**config.mk**
```make
export PLATFORM = sky130hd
export DESIGN_NAME = mem_arbiter_flat
export DESIGN_NICKNAME = d
export VERILOG_FILES = /design/src/rtl/mem_arbiter_if.sv /design/src/rtl/mem_arbiter.sv /design/src/flat_wrapper.sv
export SDC_FILE = /design/constraint.sdc
export NUM_CORES = 1
export LEC_CHECK = 0
export BUFFER_PORTS_ARGS = -buffer_cell sky130_fd_sc_hd__clkbuf_2
export CORE_AREA = 5 5 176 178
export DETAILED_ROUTE_END_ITERATION = 8
export DIE_AREA = 0 0 181 183
export GPL_TIMING_DRIVEN = 0
export SYNTH_ARGS = -nofsm -noshare
export SYNTH_HDL_FRONTEND = slang
export SYNTH_SLANG_ARGS = --single-unit
```
**constraint.sdc**
```tcl
create_clock -name clk -period 3.4 [get_ports clk]
set_clock_uncertainty 0.1 [all_clocks]
set_input_delay 0.17 -clock clk [delete_from_list [all_inputs] [get_ports clk]]
set_output_delay 0.17 -clock clk [all_outputs]
set_load 0.05 [all_outputs]
```
**src/rtl/mem_arbiter_if.sv**
```systemverilog
// Requester port of the two-master RAM arbiter: request handshake plus
// single-cycle response pulse. The arbiter uses the slave modport.
interface mem_arbiter_if #(
  parameter int RAM_SIZE   = 16,
  parameter int DATA_WIDTH = 64
);
  logic                  req_valid_i;
  logic                  req_ready_o;
  logic                  we_i;
  logic [RAM_SIZE-1:0]   addr_i;
  logic [DATA_WIDTH-1:0] wdata_i;
  logic [2:0]            wid_i;
  logic                  rsp_valid_o;
  logic [DATA_WIDTH-1:0] rdata_o;
  logic                  err_o;

  modport slave (
    input  req_valid_i, we_i, addr_i, wdata_i, wid_i,
    output req_ready_o, rsp_valid_o, rdata_o, err_o
  );

  modport master (
    output req_valid_i, we_i, addr_i, wdata_i, wid_i,
    input  req_ready_o, rsp_valid_o, rdata_o, err_o
  );
endinterface

```
**src/rtl/mem_arbiter.sv**
```systemverilog
// Round-robin arbiter between the LSU (m0) and the debug/loader master (m1)
// for a single registered RAM data port; IDLE -> ISSUE -> RESP per transaction.
module mem_arbiter_lane #(
  parameter int DW = 64
) (
  input  logic          we,
  input  logic [2:0]    addr_lo,
  input  logic [2:0]    wid,
  input  logic          rsp_vld,
  input  logic          rd_ok,
  input  logic [DW-1:0] ram_data,
  output logic          legal,
  output logic [DW-1:0] rdata
);
  always_comb begin
    legal = 1'b1;
    case (wid)
      3'b001, 3'b101: legal = ~addr_lo[0];
      3'b010, 3'b110: legal = (addr_lo[1:0] == 2'b00);
      3'b011:         legal = (addr_lo == 3'b000);
      3'b111:         legal = 1'b0;
      default:        legal = 1'b1;
    endcase
    // stores have no zero-extending form, and 111 is never valid
    if (we && wid[2]) legal = 1'b0;
  end

  assign rdata = (rsp_vld && rd_ok) ? ram_data : '0;
endmodule

module mem_arbiter #(
  parameter int RAM_SIZE   = 16,
  parameter int DATA_WIDTH = 64
) (
  input  logic                  clk,
  input  logic                  rst,
  mem_arbiter_if.slave          m0,
  mem_arbiter_if.slave          m1,
  output logic                  ram_en_o,
  output logic                  ram_enwr_o,
  output logic [RAM_SIZE-1:0]   ram_addr_o,
  output logic [DATA_WIDTH-1:0] ram_data_o,
  output logic [2:0]            ram_wid_o,
  input  logic [DATA_WIDTH-1:0] ram_data_i,
  output logic                  busy_o
);
  localparam int NUM_M = 2;

  typedef enum logic [1:0] {IDLE, ISSUE, RESP} state_t;
  state_t state;

  logic [NUM_M-1:0]                 req_vld, req_we, legal, gnt;
  logic [NUM_M-1:0][RAM_SIZE-1:0]   req_addr;
  logic [NUM_M-1:0][DATA_WIDTH-1:0] req_wdata, rdata;
  logic [NUM_M-1:0][2:0]            req_wid;
  logic [NUM_M-1:0]                 gnt_oh, rsp_vld, err;
  logic                             gnt_id, last_grant, rd_ok;

  assign req_vld   = {m1.req_valid_i, m0.req_valid_i};
  assign req_we    = {m1.we_i,        m0.we_i};
  assign req_addr  = {m1.addr_i,      m0.addr_i};
  assign req_wdata = {m1.wdata_i,     m0.wdata_i};
  assign req_wid   = {m1.wid_i,       m0.wid_i};

  for (genvar i = 0; i < NUM_M; i++) begin : g_lane
    mem_arbiter_lane #(.DW(DATA_WIDTH)) u_lane (
      .we       (req_we[i]),
      .addr_lo  (req_addr[i][2:0]),
      .wid      (req_wid[i]),
      .rsp_vld  (rsp_vld[i]),
      .rd_ok    (rd_ok),
      .ram_data (ram_data_i),
      .legal    (legal[i]),
      .rdata    (rdata[i])
    );
  end

  // m1 wins a tie only when m0 took the previous grant
  always_comb begin
    gnt    = '0;
    gnt_id = 1'b0;
    if (state == IDLE && !rst) begin
      if (req_vld[1] && (!req_vld[0] || !last_grant)) begin
        gnt[1] = 1'b1;
        gnt_id = 1'b1;
      end else if (req_vld[0]) begin
        gnt[0] = 1'b1;
      end
    end
  end

  assign m0.req_ready_o = gnt[0];
  assign m1.req_ready_o = gnt[1];
  assign m0.rsp_valid_o = rsp_vld[0];
  assign m1.rsp_valid_o = rsp_vld[1];
  assign m0.err_o       = err[0];
  assign m1.err_o       = err[1];
  assign m0.rdata_o     = rdata[0];
  assign m1.rdata_o     = rdata[1];
  assign busy_o         = (state != IDLE);

  always_ff @(posedge clk or posedge rst) begin
    if (rst) begin
      state      <= IDLE;
      last_grant <= 1'b1;
      gnt_oh     <= '0;
      rsp_vld    <= '0;
      err        <= '0;
      rd_ok      <= 1'b0;
      ram_en_o   <= 1'b0;
      ram_enwr_o <= 1'b1;
      ram_addr_o <= '0;
      ram_data_o <= '0;
      ram_wid_o  <= '0;
    end else begin
      case (state)
        IDLE: begin
          if (|gnt) begin
            last_grant <= gnt_id;
            gnt_oh     <= gnt;
            ram_enwr_o <= ~req_we[gnt_id];
            ram_addr_o <= req_addr[gnt_id];
            ram_data_o <= req_wdata[gnt_id];
            ram_wid_o  <= req_wid[gnt_id];
            if (legal[gnt_id]) begin
              ram_en_o <= 1'b1;
              state    <= ISSUE;
            end else begin
              rsp_vld <= gnt;
              err     <= gnt;
              state   <= RESP;
            end
          end
        end
        ISSUE: begin
          ram_en_o <= 1'b0;
          rsp_vld  <= gnt_oh;
          rd_ok    <= ram_enwr_o;
          state    <= RESP;
        end
        RESP: begin
          rsp_vld <= '0;
          err     <= '0;
          rd_ok   <= 1'b0;
          state   <= IDLE;
        end
        default: state <= IDLE;
      endcase
    end
  end
endmodule

```
**src/flat_wrapper.sv**
```systemverilog
// flat-port wrapper written by rule: the top's interface ports become plain ports
module mem_arbiter_flat 
#(
  parameter int RAM_SIZE   = 16,
  parameter int DATA_WIDTH = 64
)
  (clk, rst, ram_en_o, ram_enwr_o, ram_addr_o, ram_data_o, ram_wid_o, ram_data_i, busy_o, m0_req_valid_i, m0_we_i, m0_addr_i, m0_wdata_i, m0_wid_i, m0_req_ready_o, m0_rsp_valid_o, m0_rdata_o, m0_err_o, m1_req_valid_i, m1_we_i, m1_addr_i, m1_wdata_i, m1_wid_i, m1_req_ready_o, m1_rsp_valid_o, m1_rdata_o, m1_err_o);
  mem_arbiter_if #(.RAM_SIZE(RAM_SIZE), .DATA_WIDTH(DATA_WIDTH)) m0_i ();
  mem_arbiter_if #(.RAM_SIZE(RAM_SIZE), .DATA_WIDTH(DATA_WIDTH)) m1_i ();
  input  logic clk;
  input  logic rst;
  output logic ram_en_o;
  output logic ram_enwr_o;
  output logic [RAM_SIZE-1:0] ram_addr_o;
  output logic [DATA_WIDTH-1:0] ram_data_o;
  output logic [2:0] ram_wid_o;
  input  logic [DATA_WIDTH-1:0] ram_data_i;
  output logic busy_o;
  input wire logic [$bits(m0_i.req_valid_i)-1:0] m0_req_valid_i;
  input wire logic [$bits(m0_i.we_i)-1:0] m0_we_i;
  input wire logic [$bits(m0_i.addr_i)-1:0] m0_addr_i;
  input wire logic [$bits(m0_i.wdata_i)-1:0] m0_wdata_i;
  input wire logic [$bits(m0_i.wid_i)-1:0] m0_wid_i;
  output wire logic [$bits(m0_i.req_ready_o)-1:0] m0_req_ready_o;
  output wire logic [$bits(m0_i.rsp_valid_o)-1:0] m0_rsp_valid_o;
  output wire logic [$bits(m0_i.rdata_o)-1:0] m0_rdata_o;
  output wire logic [$bits(m0_i.err_o)-1:0] m0_err_o;
  input wire logic [$bits(m1_i.req_valid_i)-1:0] m1_req_valid_i;
  input wire logic [$bits(m1_i.we_i)-1:0] m1_we_i;
  input wire logic [$bits(m1_i.addr_i)-1:0] m1_addr_i;
  input wire logic [$bits(m1_i.wdata_i)-1:0] m1_wdata_i;
  input wire logic [$bits(m1_i.wid_i)-1:0] m1_wid_i;
  output wire logic [$bits(m1_i.req_ready_o)-1:0] m1_req_ready_o;
  output wire logic [$bits(m1_i.rsp_valid_o)-1:0] m1_rsp_valid_o;
  output wire logic [$bits(m1_i.rdata_o)-1:0] m1_rdata_o;
  output wire logic [$bits(m1_i.err_o)-1:0] m1_err_o;
  assign m0_i.req_valid_i = m0_req_valid_i;
  assign m0_i.we_i = m0_we_i;
  assign m0_i.addr_i = m0_addr_i;
  assign m0_i.wdata_i = m0_wdata_i;
  assign m0_i.wid_i = m0_wid_i;
  assign m0_req_ready_o = m0_i.req_ready_o;
  assign m0_rsp_valid_o = m0_i.rsp_valid_o;
  assign m0_rdata_o = m0_i.rdata_o;
  assign m0_err_o = m0_i.err_o;
  assign m1_i.req_valid_i = m1_req_valid_i;
  assign m1_i.we_i = m1_we_i;
  assign m1_i.addr_i = m1_addr_i;
  assign m1_i.wdata_i = m1_wdata_i;
  assign m1_i.wid_i = m1_wid_i;
  assign m1_req_ready_o = m1_i.req_ready_o;
  assign m1_rsp_valid_o = m1_i.rsp_valid_o;
  assign m1_rdata_o = m1_i.rdata_o;
  assign m1_err_o = m1_i.err_o;
  mem_arbiter #(.RAM_SIZE(RAM_SIZE), .DATA_WIDTH(DATA_WIDTH)) u_core (.clk(clk), .rst(rst), .m0(m0_i), .m1(m1_i), .ram_en_o(ram_en_o), .ram_enwr_o(ram_enwr_o), .ram_addr_o(ram_addr_o), .ram_data_o(ram_data_o), .ram_wid_o(ram_wid_o), .ram_data_i(ram_data_i), .busy_o(busy_o));
endmodule
```
Yosys cells after proc, flatten, opt, wreduce, memory -nomap -nowiden
Cells that the tools add are included.

Register bits after elaboration: 95. Output and inout port bits: 220. Bits of input ports: 236. Word-level logic and storage cells: 93.

Bitwise logic cells: 3. Reductions and logical operators: 29. Order comparisons: 1. Mux-type cells: 32. Equal/unequal tests: 17.

Operators by type and width (number): 64-bit 2-to-1 mux (4); 16-bit 2-to-1 mux (2); 3-bit == test, second input constant (6); 3-bit by 2-bit == test with 1-bit output, second input constant (4); 1-bit 2-to-1 mux (12); 2-bit 2-to-1 mux (5); 2-bit OR reduction (5); 3-bit AND reduction (3); 1-bit case mux with 4 select lines (2); 2-bit case mux with 2 select lines (2); 2-bit nonzero test (4); 3-bit by 1-bit == test with 1-bit output, second input constant (2); 1-bit logical AND (6); 2-bit logical NOT (3); 3-bit logical NOT (2); 3-bit 2-to-1 mux (2); 2-bit != test, second input constant (3); 2-bit case mux with 3 select lines (1); 1-bit case mux with 2 select lines (2); 1-bit logical NOT (3); 1-bit NOT (3); 3-bit nonzero test (1); 2-bit by 1-bit == test with 1-bit output, second input constant (1); 2-bit == test, second input constant (1); other kinds (3) (3).

Depth between registers and ports, before layout
Depth after elaboration: 10. Depth in mapped cells: 11. Gate-level depth less buffers: 7.

Hierarchy
Synthesis repeated with hierarchy kept, for this count alone.

Cell total of the unflattened synthesis: 594. Area total of the unflattened synthesis: 5315.1 µm².

By module, submodules not included: mem_arbiter (cells each 430, sequential area each 2379.8 µm², instances 1, area an instance 4234.1 µm²); mem_arbiter_lane (cells each 82, sequential area each 0.0 µm², instances 2, area an instance 540.5 µm²).

Worst setup path before layout
Ideal clock, no wire load.

Path type: reg2reg. Start: reg u_core.state[0]. End: reg u_core.rsp_vld[1]. Library setup time: 0.128 ns. Required time: 3.172 ns. Arrival time: 1.796 ns. Setup slack: 1.376 ns. Cell stages (with the launch flop): 11. Path through: dfrtp_1 -> inv_1 -> ha_1 -> buf_4 -> and3b_1 -> buf_6 -> nand2b_2 -> buf_6 -> inv_4 -> a22oi_4 -> mux2_1.

RTL lines: from (decl) (line mem_arbiter.sv:50) `state_t state;`; from (signal assigned) (line mem_arbiter.sv:104) `state <= IDLE;`; from (signal assigned) (line mem_arbiter.sv:127) `state <= ISSUE;`; from (signal assigned) (line mem_arbiter.sv:131) `state <= RESP;`; 2-bit logical NOT (line mem_arbiter.sv:82) `if (state == IDLE && !rst) begin`; 1-bit logical AND (line mem_arbiter.sv:82); 2-bit 2-to-1 mux (line mem_arbiter.sv:82); via m0_req_ready_o (line flat_wrapper.sv:24) `output wire logic [$bits(m0_i.req_ready_o)-1:0] m0_req_ready_o;`; 2-bit OR reduction (line mem_arbiter.sv:118) `if (|gnt) begin`; 2-bit != test (no line); 3-bit AND reduction (no line); to (signal assigned) (line mem_arbiter.sv:129) `rsp_vld <= gnt;`; to (signal assigned) (line mem_arbiter.sv:137) `rsp_vld <= gnt_oh;`; to (decl) (line mem_arbiter.sv:56) `logic [NUM_M-1:0] gnt_oh, rsp_vld, err;`.

The timed path passes the listed nets, and every way through them passes these cells. The select of a mux whose other input is x is not followed. A chain may end at the register's enable or synchronous reset.

Final worst setup path
Start: reg u_core.state[0]. End: reg u_core.ram_data_o[8].

Cells in the longest elaborated chain, start to end: 5.

RTL lines: 2-bit logical NOT * (line mem_arbiter.sv:82, mem_arbiter.sv:116); 1-bit logical AND (line mem_arbiter.sv:82); 1-bit 2-to-1 mux or 2-bit 2-to-1 mux (tied branches) (line mem_arbiter.sv:82); 64-bit 2-to-1 mux (implied by the code) or 2-bit OR reduction (tied branches) (line mem_arbiter.sv:123, mem_arbiter.sv:118); 64-bit 2-to-1 mux (implied by the code) or 2-bit AND reduction (tied branches); to (signal assigned) (line mem_arbiter.sv:123) `ram_data_o <= req_wdata[gnt_id];`; to (decl) (line mem_arbiter.sv:42) `output logic [DATA_WIDTH-1:0] ram_data_o,`.

Every way passes the cells marked *; elsewhere a longest branch is shown, timed or not. The select of a mux whose other input is x is not followed.

==> results.toml <==
[outcome]
run_status = "complete, no violations"

[sta]
hold_violations = 0
slew_headroom_pct = 60.1
rsz0062_at_grt = "no"
max_clock_freq_mhz = 338
holdWs_ps = 17.2
finalSetupTns_ps = 0
period_share_pct = 87.1
worst_slew_pin_slew_ps = 596
drv_slew = 0
min_period_ps = 2960
setup_viol = 0

[place]
portBuffers = 455
dp_cells = 1533
dpl_cell_area_um2 = 8450
place_congestion = 0.912
place_hpwl_mm = 25.7

[route]
vias = 7611
via_per_inst = 4.51
drtIter0Drc = 276
dr.pass1.iters = 6
ant_nets = 0
drc_errors = 0
wire_per_inst_um = 19.1
routed_wl_mm = 32.2

[job]
drv_cap = 0

[cells_and_area]
seqCellArea_um2 = 2380
final_cell_mix = "455 x clkbuf_2, 171 x nor2_1, 134 x dlygate4sd3_1"
final_cell_area_um2 = 10100
instances_no_fill = 1687
area_growth_pct = 78.2
nFillCells = 3086
nets = 1527
multiInputGateArea_um2 = 2890
mostFrequentLayoutCell = "clkbuf_2"
drive_gt1_share_pct = 43.0

[logic_synthesis]
yosys-top-cells-area = "dfrtp_1 41%, and3_1 14%, nor2_1 11%, nor3_1 11%, nor3_2 8.8%"
ys_warn_count = 0
synth.top_cell.area_share_pct = 41.1
ys.flop_type = "dfrtp_1"
ys_ff_latch = 95
syn-num-nets = 926
synthDistinctLibCells = 42
synth_cells = 687
synth.yosys.seq_area_share_pct = 42.1
ys_async_sr_fraction_pct = 100
syn_area_um2 = 5660
synth_edf_count = 0
avgSynthCellArea_um2 = 8.24
yosysTopAreaCell = "dfrtp_1"

[clock_tree]
ctsRootBufferMaster = "clkbuf_16"
cts.sinks = 95
ctsLongestPathBuffers = 2
cts_made_buffers = 9
htree_levels = 3
clk_latency_ps = 360
cts_tree = "built"
cts_resized = 0
path_clk_slew_ps = 80

[global_routing]
grt-ovfl-total = 0
grt_usage_pct = 18.4
antenna_found_initial = 6
grt_max_degree = 59
grt_pass1_wl_mm = 47.2
first_global_vias = 7846

[setup_path]
arrival_ps = 3150
cp-start-kind = "flop"
cpMaxStageDelayCell = "dlygate4sd3_1"
crit_path_cell_trace = "inv_1 -> ha_1 -> buf_4 -> and2b_1 -> nand3_2 -> inv_2 -> buf_4 -> buf_2 -> nor3_1 -> nor3_1 -> dlygate4sd3_1"
cp-end-kind = "flop"
cp.required_ps = 3590
cpPeakStageDelay_ps = 590
worstSetupPathType = "reg -> reg"
critical_path.max_fanout = 10

[floorplanning]
dieArea_um2 = 33100
ios = 456
fp-row-count = 63
die_y_um = 183
coreArea_um2 = 29200
die_w_um = 181
start_util_pct = 19.4

[power]
total_leakage_power_nw = 5.48
power_density_nw_per_um2 = 883
power.total_mw = 8.91
ir_drop_mv = 0.493

[worst_hold_path]
hold_path.class = "in -> reg"
-- final cells by class --
type                       instances  share of cell area, %
timing repair buffer             590                   36.1
multi-input combinational        516                   28.6
sequential                        95                   23.6
tap                              390                   4.84
buffer                            68                   3.55
clock buffer                      10                   2.37
clock inverter                     6                  0.422
inverter                           8                  0.347
antenna                            4                 0.0992
-- critical path: cells and delay by family, from the launching register on --
| kind | cells | cell delay [ps] |
|---|---|---|
| AND/OR/NAND/NOR | 4 | 720 |
| adder cells (fa/ha/maj) | 1 | 140 |
| flip-flops | 1 | 410 |
| buffers and inverters | 6 | 1510 |
-- synthesized netlist by cell type (2+ instances only) --
| master | count |
|---|---|
| nor2_1 | 171 |
| and3_1 | 128 |
| nor3_1 | 120 |
| dfrtp_1 | 93 |
| nor3_2 | 50 |
| clkbuf_1 | 42 |
| buf_2 | 10 |
| buf_6 | 10 |
| nand2_1 | 8 |
| inv_1 | 6 |
| o21ai_0 | 6 |
| buf_4 | 4 |
| ha_1 | 3 |
| nand3_1 | 3 |
| buf_1 | 2 |
| dfstp_2 | 2 |
| nand2b_1 | 2 |
| nand3b_1 | 2 |
| o211ai_1 | 2 |
-- sequential cells by signal (all words and copies together), names as in the netlist --
signal	count
u_core.ram_en_o	1
u_core.gnt_oh	2
u_core.ram_enwr_o	1
u_core.err	2
u_core.ram_addr_o	16
u_core.rsp_vld	2
u_core.ram_data_o	64
u_core.rd_ok	1
u_core.state	2
u_core.last_grant	1
u_core.ram_wid_o	3
-- logic make-up (layout without fill, tap and decap cells) --
group / Yosys count / count (layout) / synth area share [%]
AND/OR/NAND/NOR: 490 / 490 / 47.1
flip-flops: 95 / 95 / 42.1
buffers and inverters: 76 / 682 / 6.90
AO/OA/AOI/OAI: 21 / 21 / 2.90
adder cells (fa/ha/maj): 3 / 3 / 0.663
multiplexers: 2 / 2 / 0.376
other: 0 / 4 / 0
-- routing by layer --
| metal | vias to the layer above | GRT usage, % | wire length [µm] |
|---|---|---|---|
| li1 | 3564 | - | - |
| met1 | 3634 | 20.8 | 12200 |
| met2 | 354 | 33.7 | 16400 |
| met3 | 55 | 5.06 | 2630 |
| met4 | 4 | 6.09 | 923 |
| met5 | - | 0 | 23 |
-- worst paths after layout --
path                                    from                    to  slack (ps)  cells past startpoint
setup / recovery             u_core.state[0]  u_core.ram_data_o[8]         440                     11
hold / removal                  m1_addr_i[8]  u_core.ram_addr_o[8]          20                      3
setup reg to reg             u_core.state[0]  u_core.ram_data_o[8]         440                     11
hold reg to reg            u_core.last_grant     u_core.last_grant         380                      2
max in group asynchronous                rst     u_core.ram_enwr_o        2120                      4
min in group asynchronous                rst     u_core.rsp_vld[0]         370                      3
-- what timing repair did --
| action | CTS | global route |
|---|---|---|
| setup buffers | 0 | 0 |
| hold buffers | 134 | 0 |
| hold endpoints to repair | 111 | 0 |
-- power breakdown --
part | internal (mW) | switching, mW
Clock | 0.520 | 0.497
Sequential | 1.67 | 0.331
Combinational | 1.80 | 4.08
-- stage by stage --
stage / utilization, % / setup slack (ps)
4_1_cts: 34.5 / 451
3_3_place_gp: 28.8 / -866
6_report: 34.5 / 439
2_1_floorplan: - / 656
3_5_place_dp: 28.9 / 884
5_1_grt: 34.5 / 263
Power figures use the tool's default switching activity.
